**config.mk**
```make
export PLATFORM = sky130hd
export DESIGN_NAME = arb2_1_rr
export DESIGN_NICKNAME = d
export VERILOG_FILES = /design/src/rtl/arb2_1_rr.sv
export SDC_FILE = /design/constraint.sdc
export NUM_CORES = 1
export LEC_CHECK = 0
export ABC_AREA = 1
export CORE_AREA = 2 2 39 41
export DETAILED_ROUTE_END_ITERATION = 8
export DIE_AREA = 0 0 41 43
export GPL_ROUTABILITY_DRIVEN = 0
export HOLD_SLACK_MARGIN = 0.08
export PLACE_DENSITY = 0.78
export SLEW_MARGIN = 10
export SYNTH_ARGS = -nofsm -noshare
export SYNTH_HDL_FRONTEND = slang
export SYNTH_SLANG_ARGS = --single-unit
```
**constraint.sdc**
```tcl
create_clock -name clk -period 2.58 [get_ports clk]
set_input_delay 0.258 -clock clk [delete_from_list [all_inputs] [get_ports clk]]
set_output_delay 0.258 -clock clk [all_outputs]
set_load 0.01 [all_outputs]
```
**src/rtl/arb2_1_rr.sv**
```systemverilog
// Two-requester round-robin arbiter that drives the mux2x1 select.
// A grant is limited to HOLD_MAX cycles; a forced release pulses timeout.
module arb2_1_rr #(
  parameter int unsigned HOLD_MAX = 8,
  parameter int unsigned CNT_W    = 4
) (
  input  logic clk,
  input  logic rst,
  input  logic req1,
  input  logic req2,
  input  logic done1,
  input  logic done2,
  output logic gnt1,
  output logic gnt2,
  output logic sel,
  output logic busy,
  output logic timeout
);

  // One-hot grant encoding lets gnt1/gnt2/busy come straight off the state flops.
  typedef enum logic [1:0] {
    IDLE = 2'b00,
    G1   = 2'b01,
    G2   = 2'b10
  } state_e;

  localparam logic [CNT_W-1:0] CNT_LAST = CNT_W'(HOLD_MAX - 1);

  state_e           state_q, state_d;
  logic [CNT_W-1:0] hold_cnt_q, hold_cnt_d;
  logic             last1_q, last1_d;   // 1 = source 1 released last, 0 = source 2
  logic             sel_q, sel_d;
  logic             timeout_q, timeout_d;
  logic             hold_at_max;

  assign hold_at_max = (hold_cnt_q == CNT_LAST);

  // NOTE: every combinational output gets a default first so no path leaves it unassigned (no latch).
  always_comb begin
    state_d   = state_q;
    last1_d   = last1_q;
    timeout_d = 1'b0;

    case (state_q)
      IDLE: begin
        if (req1 && (!req2 || !last1_q)) state_d = G1;
        else if (req2)                   state_d = G2;
      end
      G1: begin
        if (done1 || !req1 || hold_at_max) begin
          timeout_d = hold_at_max && !done1 && req1;
          last1_d   = 1'b1;
          state_d   = req2 ? G2 : IDLE;
        end
      end
      G2: begin
        if (done2 || !req2 || hold_at_max) begin
          timeout_d = hold_at_max && !done2 && req2;
          last1_d   = 1'b0;
          state_d   = req1 ? G1 : IDLE;
        end
      end
      default: state_d = IDLE;
    endcase

    // sel follows the grant on entry and holds through IDLE so the mux output stays put.
    sel_d = sel_q;
    if (state_d == G1)      sel_d = 1'b1;
    else if (state_d == G2) sel_d = 1'b0;

    hold_cnt_d = hold_cnt_q;
    if (state_d != state_q)                    hold_cnt_d = '0;
    else if (state_q != IDLE && !hold_at_max)  hold_cnt_d = hold_cnt_q + CNT_W'(1);
  end

  // NOTE: sequential state uses non-blocking assignments so all flops update together at the edge.
  always_ff @(posedge clk) begin
    if (rst) begin
      state_q    <= IDLE;
      hold_cnt_q <= '0;
      last1_q    <= 1'b0;
      sel_q      <= 1'b0;
      timeout_q  <= 1'b0;
    end else begin
      state_q    <= state_d;
      hold_cnt_q <= hold_cnt_d;
      last1_q    <= last1_d;
      sel_q      <= sel_d;
      timeout_q  <= timeout_d;
    end
  end

  assign gnt1    = state_q[0];
  assign gnt2    = state_q[1];
  assign busy    = |state_q;
  assign sel     = sel_q;
  assign timeout = timeout_q;

endmodule

```
Word level (Yosys, flattened, before mapping):

Index checks and enable logic that the tools add are counted.
Widths: inputs -> output; s select.

* output and inout bits: 5
* register bits: 9

* equal/unequal tests: 8
* add/sub/neg operators: 1
* reductions and logical operators: 24
* mux-type cells: 15

Operators by type and width (number)
* $mux 2: 5
* $mux 1: 7
* $logic_and 1x1->1: 6
* $logic_not 1->1: 6
* $pmux 2 s3: 1
* $reduce_bool 2->1: 3
* $logic_or 1x1->1: 5
* $add 4x1->4 const B: 1
* $eq 2x1->1 const B: 2
* $eq 2x2->1 const B: 2
* $eq 4x3->1 const B: 1
* $ne 2x2->1 const B: 2
* $pmux 1 s2: 2
* $reduce_or 2->1: 2
* $reduce_and 3->1: 1
* $logic_not 2->1: 1
* $ne 2x2->1: 1

Longest topological paths before layout:

Gate-level depths: netlist (run 1).

* depth after elaboration: 8
* gate-level depth with buffers: 13

Least setup slack after synthesis (run 1):

No wires, ideal clock.

* path type: flip-flop to flip-flop
* start point: reg state_q[1]
* end point: reg sel_q (netlist: sel)
* path buffers: 0
* setup slack: 822 ps
* cell stages (with the launch flop): 14
* library setup time: 116 ps
* arrival time: 1642 ps
* required time: 2464 ps
* path through: dfxtp_1 -> inv_1 -> ha_1 -> nand2_1 -> clkinv_1 -> nand3_1 -> nand2_1 -> clkinv_1 -> nand2_2 -> nand2_2 -> inv_1 -> ha_1 -> o21ai_1 -> a21oi_1

* elaborated cells on any way between the ends: 12
* those cells by class: 4 x eq/ne; 6 x mux; 2 x reduce/logical

RTL lines
* from (decl): line 29 `state_e state_q, state_d;`
* from (signal assigned): line 85 `state_q <= state_d;`
* $eq 2x2->1, or another cell as far along: line 44 `case (state_q)`
* $pmux 2 s3 *: line 44
* net state_d[0]: line 29
* $eq 2x1->1 or $eq 2x2->1 (tied branches): line 68, 69
* $mux 1 or $reduce_bool 2->1 (tied branches)
* to (signal assigned): line 88 `sel_q <= sel_d;`
* to (decl): line 32 `logic sel_q, sel_d;`

The timed path passes the listed nets; every way through them passes the cells marked *.
A chain may end at the register's enable or synchronous reset.

Final worst setup path (run 1):

* start point: reg state_q[0]
* end point: out busy

* longest elaborated chain between the ends: 1

Ends and longest elaborated chain
* $reduce_or 2->1: line 95 `assign busy = |state_q;`
* to (decl): line 16 `output logic busy,`

Every way passes these cells.

==> results of run 1 <==
## cell families after synthesis
kind of cell / share of synthesized area (%)
DFF: 27.6
and+or+nand+nor: 38.4
buffers and inverters: 11.5
xor gates and xnor gates: 2.69
adders and majority gates: 11.5
muxes: 1.73
AOI/OAI and AO/OA: 6.53
## final cells by class
type                       instances  area share (%)
multi-input combinational         60            49.7
sequential                         9            22.6
timing repair buffer              10            12.5
tap                               16            2.51
clock buffer                       4            3.29
inverter                          20            9.40
## how the worst max path moves through the flow
stage	to	slack [ps]	depth (start not counted)
after detailed placement	sel	640	11
after floorplan	sel	820	13
after global routing	busy	420	4
final	busy	540	4
after CTS	busy	510	4
after global placement	sel	660	13
## per-stage QoR
step           hold slack, ps  power, uW
2_1_floorplan             330        273
3_3_place_gp              431        323
3_5_place_dp              442        326
4_1_cts                   454        440
5_1_grt                   478        470
6_report                  448        433
## cell usage in the layout (no fill, tap or decap), drive strengths merged
cell type      count
clkdlybuf4s50     10
o211ai             1
nand4              1
nor2               4
nand2             23
dfxtp              9
o21ai              1
a211oi             1
o21bai             1
a21oi              3
nor3               5
ha                 6
clkinv             2
xor2               2
inv               18
mux2               1
nand3             11
clkbuf             4
## metal layers
metal | part of all wire [%] | vias up
li1 | - | 315
met4 | 1.6 | 0
met3 | 2.6 | 2
met2 | 45 | 6
met1 | 51 | 233
met5 | 0 | -
## Yosys cell counts
cell / n
nand2_1: 15
inv_1: 12
dfxtp_1: 9
nand2_2: 8
ha_1: 6
inv_2: 6
nand3_1: 6
nor3_1: 5
nand3_2: 4
a21oi_1: 3
clkinv_1: 2
nor2_1: 2
xor2_1: 2
a211oi_1: 1
mux2_2: 1
nand3_4: 1
nand4_1: 1
nor2_2: 1
nor2_4: 1
o211ai_1: 1
o21ai_1: 1
o21bai_1: 1
## state kept, by name, indices dropped and copies added, names as in the netlist
signal,count
hold_cnt_q,4
last1_q,1
sel,1
state_q,2
timeout,1
## worst max-delay path: stages (launching register included)
cell	delay [ps]
dfxtp_1	480
inv_1	170
ha_1	270
inv_2	80
clkdlybuf4s50_1	530
## power groups by stage
stage | sequential, uW | clock, uW | combinational, uW
floorplan | 171 | 0 | 102
global placement | 168 | 0 | 155
detailed placement | 168 | 0 | 158
CTS | 166 | 116 | 159
global route | 167 | 120 | 182
finish | 166 | 110 | 157
==> results.md, run 1 <==
* Non-Filler Instances at 119
* Post-synthesis net count at 101
* Final hold vios at 0
* Clock root cell: clkbuf_4
* Switching share of power at 34.6%
* Clock Pin Slew Worst Setup and Hold Paths at 60 ps
* CP arrival at 1790 ps
* Post-route DRC at 0
* Post-cts resize count at 0
* R2R Path Start: state_q[0]
* Num rows at 14
* Buffers on Ports at 10
* Final non-filler cell area at 798 um^2
* # IOs at 11
* Placed Cells at 115
* Initial antenna violation count at 0
* FF-to-FF path depth at 10
* Worst Setup Start Kind: flip-flop
* Largest net degree at the start of global routing at 9
* Top cell type's share of synthesized area at 27.6%
* Clock Latency Late Sink at 260 ps
* Remaining antenna violation count after routing at 0
* CP startpoint: state_q[0]
* Rel. slew slack at 81.5%
* Worst Path Required at 2320 ps
* Fillers at 137
* Postcts setup bufs at 0
* Unrepaired setup endpoints after global routing: false
* Comb pwr share at 36.2%
* Min-Delay Endpoint: sel
* Routed len/inst at 9.63 um
* Hold Path Depth at 2
* Met2 GRT Util at 20.6%
* Vias in the first global route at 457
* Clock sinks at 9
* Diodes inserted at 0
* Pwr Density at 542 nW/um^2
* Leak at 0.000366 uW
* CTS tree: done
* Setup Crit Path Kind: flip-flop to output port
* Routed WL at 1150 um
* Grt ovf at 0
* Setup TNS at 0 ps
* Area grow syn2layout at 22.5%
* NetSw at 150 uW
* Initial DRC count at 10
* Critical Path Sink Type: output port
* Int Pwr at 283 uW
* Die width at 41 um
* Fmax at 489 MHz
* Max H-tree Level at 1
* Fin crit share at 79.2%
* Vias at 556
* FF/Latch Area at 180 um^2
* #FFs+latches synth at 9
* Layout cells sized above 1 at 24.3%
* Met3 usage at 3.14%
* Global Route met1 Usage at 26.5%
* Largest area contributor in the netlist: dfxtp_1
* Area of the multi-input gates at 397 um^2
* Worst R2R End: sel
* DR pass1 iterations at 4
* Clock Skews at 5.33 ps
* CTS max path bufs at 2
* Setup violations, final at 0
* Sequential share of the synthesized area at 27.6%
* Proportion of power drawn by flip-flops and latches at 38.3%
* Max cap viols at 0
* Dpl cell area at 772 um^2
* Fin crit period at 2040 ps
* Final Max Slew Viols at 0
* Total GRT Usage at 16.6%
* Worst Path Max Fanout at 7
* Die footprint at 1760 um^2
* Vias per inst at 4.67
* Dpl ws at 639 ps
* Post-Syn Area at 652 um^2
* Busiest grt layer: met1
* HPWL Detailed at 914 um
* Status: complete, no violations
* Layout Nets at 116
* Final core utilization at 57.7%
* First-pass GRT wire length at 2020 um
* Starting density of the core at 47.1%
* Unique masters post-synth at 22
* R2r setup slk at 690 ps
* Core ar. at 1380 um^2
* Clk pwr share at 25.5%
* Hold_buf cts at 0
* Mean post-synth cell area at 7.32 um^2
* Worst-Margin Slew at 276 ps
* Die Span Y at 43 um
* Hold_sp: sel
* Yosys warnings at 0
* TritonCTS Buffers at 3
* Post-Syn Instances at 89
* Final WS setup at 537 ps
* Area contributors post-synth: dfxtp_1, ha_1, nand2_1
* VDD IR max at 433 uV
* Worst min-delay path class: flip-flop to flip-flop
(Power assumes the default switching activity.)
==> run 2, diff against run 1 <==
--- a/config.mk
+++ b/config.mk
@@ -6,12 +6,12 @@
 export NUM_CORES = 1
 export LEC_CHECK = 0
 export ABC_AREA = 1
-export CORE_AREA = 2 2 39 41
+export CORE_MARGIN = 2
+export CORE_UTILIZATION = 50
 export DETAILED_ROUTE_END_ITERATION = 8
-export DIE_AREA = 0 0 41 43
 export GPL_ROUTABILITY_DRIVEN = 0
 export HOLD_SLACK_MARGIN = 0.08
-export PLACE_DENSITY = 0.78
+export PLACE_DENSITY = 0.8
 export SLEW_MARGIN = 10
 export SYNTH_ARGS = -nofsm -noshare
 export SYNTH_HDL_FRONTEND = slang
==> constraint.sdc (replaced) <==
create_clock -name clk -period 2 [get_ports clk]
set_input_delay 0.2 -clock clk [delete_from_list [all_inputs] [get_ports clk]]
set_output_delay 0.2 -clock clk [all_outputs]
set_load 0.01 [all_outputs]
==> results.md, run 2 (synthesis gave the netlist of run 1 again) <==
* Clock Pin Slew Worst Setup and Hold Paths at 60 ps (about the same)
* Clock Skews at 2.19 ps (-3.14 ps)
* Starting density of the core at 52.0% (+4.9 points)
* Die footprint at 1610 um^2 (-8.8%)
* Vias per inst at 4.74 (+1.4%)
* Routed WL at 1180 um (+3.0%)
* CP arrival at 1620 ps (-170 ps)
* Unrepaired setup endpoints after global routing: false
* Die width at 40.1 um (-2.2%)
* Clock Latency Late Sink at 260 ps (about the same)
* Initial antenna violation count at 0 (unchanged)
* Area grow syn2layout at 23.8%
* Pwr Density at 695 nW/um^2 (+28%)
* Total GRT Usage at 19.6% (+2.9 points)
* Final non-filler cell area at 807 um^2 (+1.1%)
* Vias at 564 (+1.4%)
* Top reg by flops: hold_cnt_q
* Initial DRC count at 23 (+13)
* Max reg flops at 4 (unchanged)
* Worst Path Max Fanout at 6 (-1)
* Rel. slew slack at 85.9% (+4.4 points)
* Final Max Slew Viols at 0 (unchanged)
* Critical Path Sink Type: output port
* Hold Path Depth at 2 (unchanged)
* Commonest non-fill, non-tap cells in the layout: nand2_1, inv_1, clkdlybuf4s50_1
* Num rows at 13 (-1)
* CTS max path bufs at 2 (unchanged)
* First-pass GRT wire length at 2090 um (+3.4%)
* Final hold vios at 0 (unchanged)
* Max H-tree Level at 1 (unchanged)
* Status: complete, no violations
* Max cap viols at 0 (unchanged)
* Leak at 0.000372 uW (+1.6%)
* Worst-Margin Slew at 209 ps (-67.2 ps)
* Core ar. at 1250 um^2 (-9.5%)
* Remaining antenna violation count after routing at 0 (unchanged)
* Non-Filler Instances at 119 (unchanged)
* # IOs at 11 (unchanged)
* Most common cell after layout, fill and taps aside: nand2_1
* Setup Crit Path Kind: flip-flop to output port
* Hold_buf cts at 0 (unchanged)
* Die Span Y at 40.1 um (-6.7%)
* Routed len/inst at 9.92 um (+3.0%)
* Worst Setup Start Kind: flip-flop
* Grt ovf at 0 (unchanged)
* Dpl cell area at 778 um^2 (+0.81%)
* DR pass1 iterations at 4 (unchanged)
* Layout cells sized above 1 at 26.9% (+2.7 points)
* HPWL Detailed at 953 um (+4.3%)
* Worst min-delay path class: flip-flop to flip-flop
* Layout Nets at 117 (+0.86%)
* Post-route DRC at 0 (unchanged)
* FF-to-FF path depth at 10 (unchanged)
* Largest net degree at the start of global routing at 9 (unchanged)
* Setup TNS at 0 ps (unchanged)
* Placed Cells at 115 (unchanged)
* Fin crit period at 1820 ps
* Clock root cell: clkbuf_4
* TritonCTS Buffers at 3 (unchanged)
* Diodes inserted at 0 (unchanged)
* CTS tree: done
* Fin crit share at 91.0%
* Biggest regs: hold_cnt_q (4), state_q (2)
* Buffers on Ports at 10 (unchanged)
* Fmax at 550 MHz
* Clock sinks at 9 (unchanged)
* Vias in the first global route at 524 (+15%)
* Worst Path Required at 1800 ps (-520 ps)
* VDD IR max at 538 uV (+24%)
* Setup violations, final at 0 (unchanged)
-- run 2: worst max-delay path, stage by stage, from the launching register on --
cell and delay [ps]:
dfxtp_2 380, inv_1 120, ha_1 260, inv_2 80
clkdlybuf4s50_1 530
-- run 2: repair_timing --
action | CTS | global route
resized for setup | 0 | 2
setup buffers | 0 | 0
setup endpoints to repair | 0 | 2
-- run 2: report_power, final --
group	internal [uW]	switching, uW
logic	94.9	115
registers	198	16.2
clock network	76.6	59.6
-- run 2: path summary, 6_finish.rpt --
| kind | start | slack, ps | endpoint |
|---|---|---|---|
| worst max-delay path | state_q[0] | 180 | busy |
| worst min-delay path | sel | 460 | sel |
| worst max register to register | state_q[0] | 210 | sel |
| worst min register to register | sel | 460 | sel |
-- run 2: per-layer routing --
| metal | track usage (%) | share of wire (%) | vias to the layer above |
|---|---|---|---|
| met4 | 10.3 | 1.8 | 0 |
| met3 | 5.00 | 4.7 | 4 |
| met2 | 29.4 | 46 | 10 |
| met5 | 0 | 0 | - |
| li1 | - | - | 309 |
| met1 | 25.4 | 48 | 241 |
-- run 2: final cells by class --
class | instances | area [um^2]
fill | 110 | 445
multi-input combinational | 60 | 397
sequential | 9 | 183
timing repair buffer | 11 | 108
inverter | 20 | 75.1
clock buffer | 4 | 26.3
tap | 15 | 18.8
-- run 2: metrics by stage --
stage | worst slack, ps | total power, uW | hold slack [ps] | utilization, %
floorplan | 242 | 352 | 272 | -
global placement | 135 | 422 | 437 | 62.1
detailed placement | 101 | 427 | 449 | 62.1
CTS | 74.6 | 567 | 461 | 64.2
global route | 41.6 | 605 | 484 | 64.4
finish | 181 | 561 | 455 | 64.4
==> run 3, diff against run 2 <==
--- a/config.mk
+++ b/config.mk
@@ -10,7 +10,7 @@
 export CORE_UTILIZATION = 50
 export DETAILED_ROUTE_END_ITERATION = 8
 export GPL_ROUTABILITY_DRIVEN = 0
-export HOLD_SLACK_MARGIN = 0.08
+export HOLD_SLACK_MARGIN = 0.05
 export PLACE_DENSITY = 0.8
 export SLEW_MARGIN = 10
 export SYNTH_ARGS = -nofsm -noshare
==> results of run 3 <==
Same layout as run 2: the final DEF is identical, and so are final timing and power.
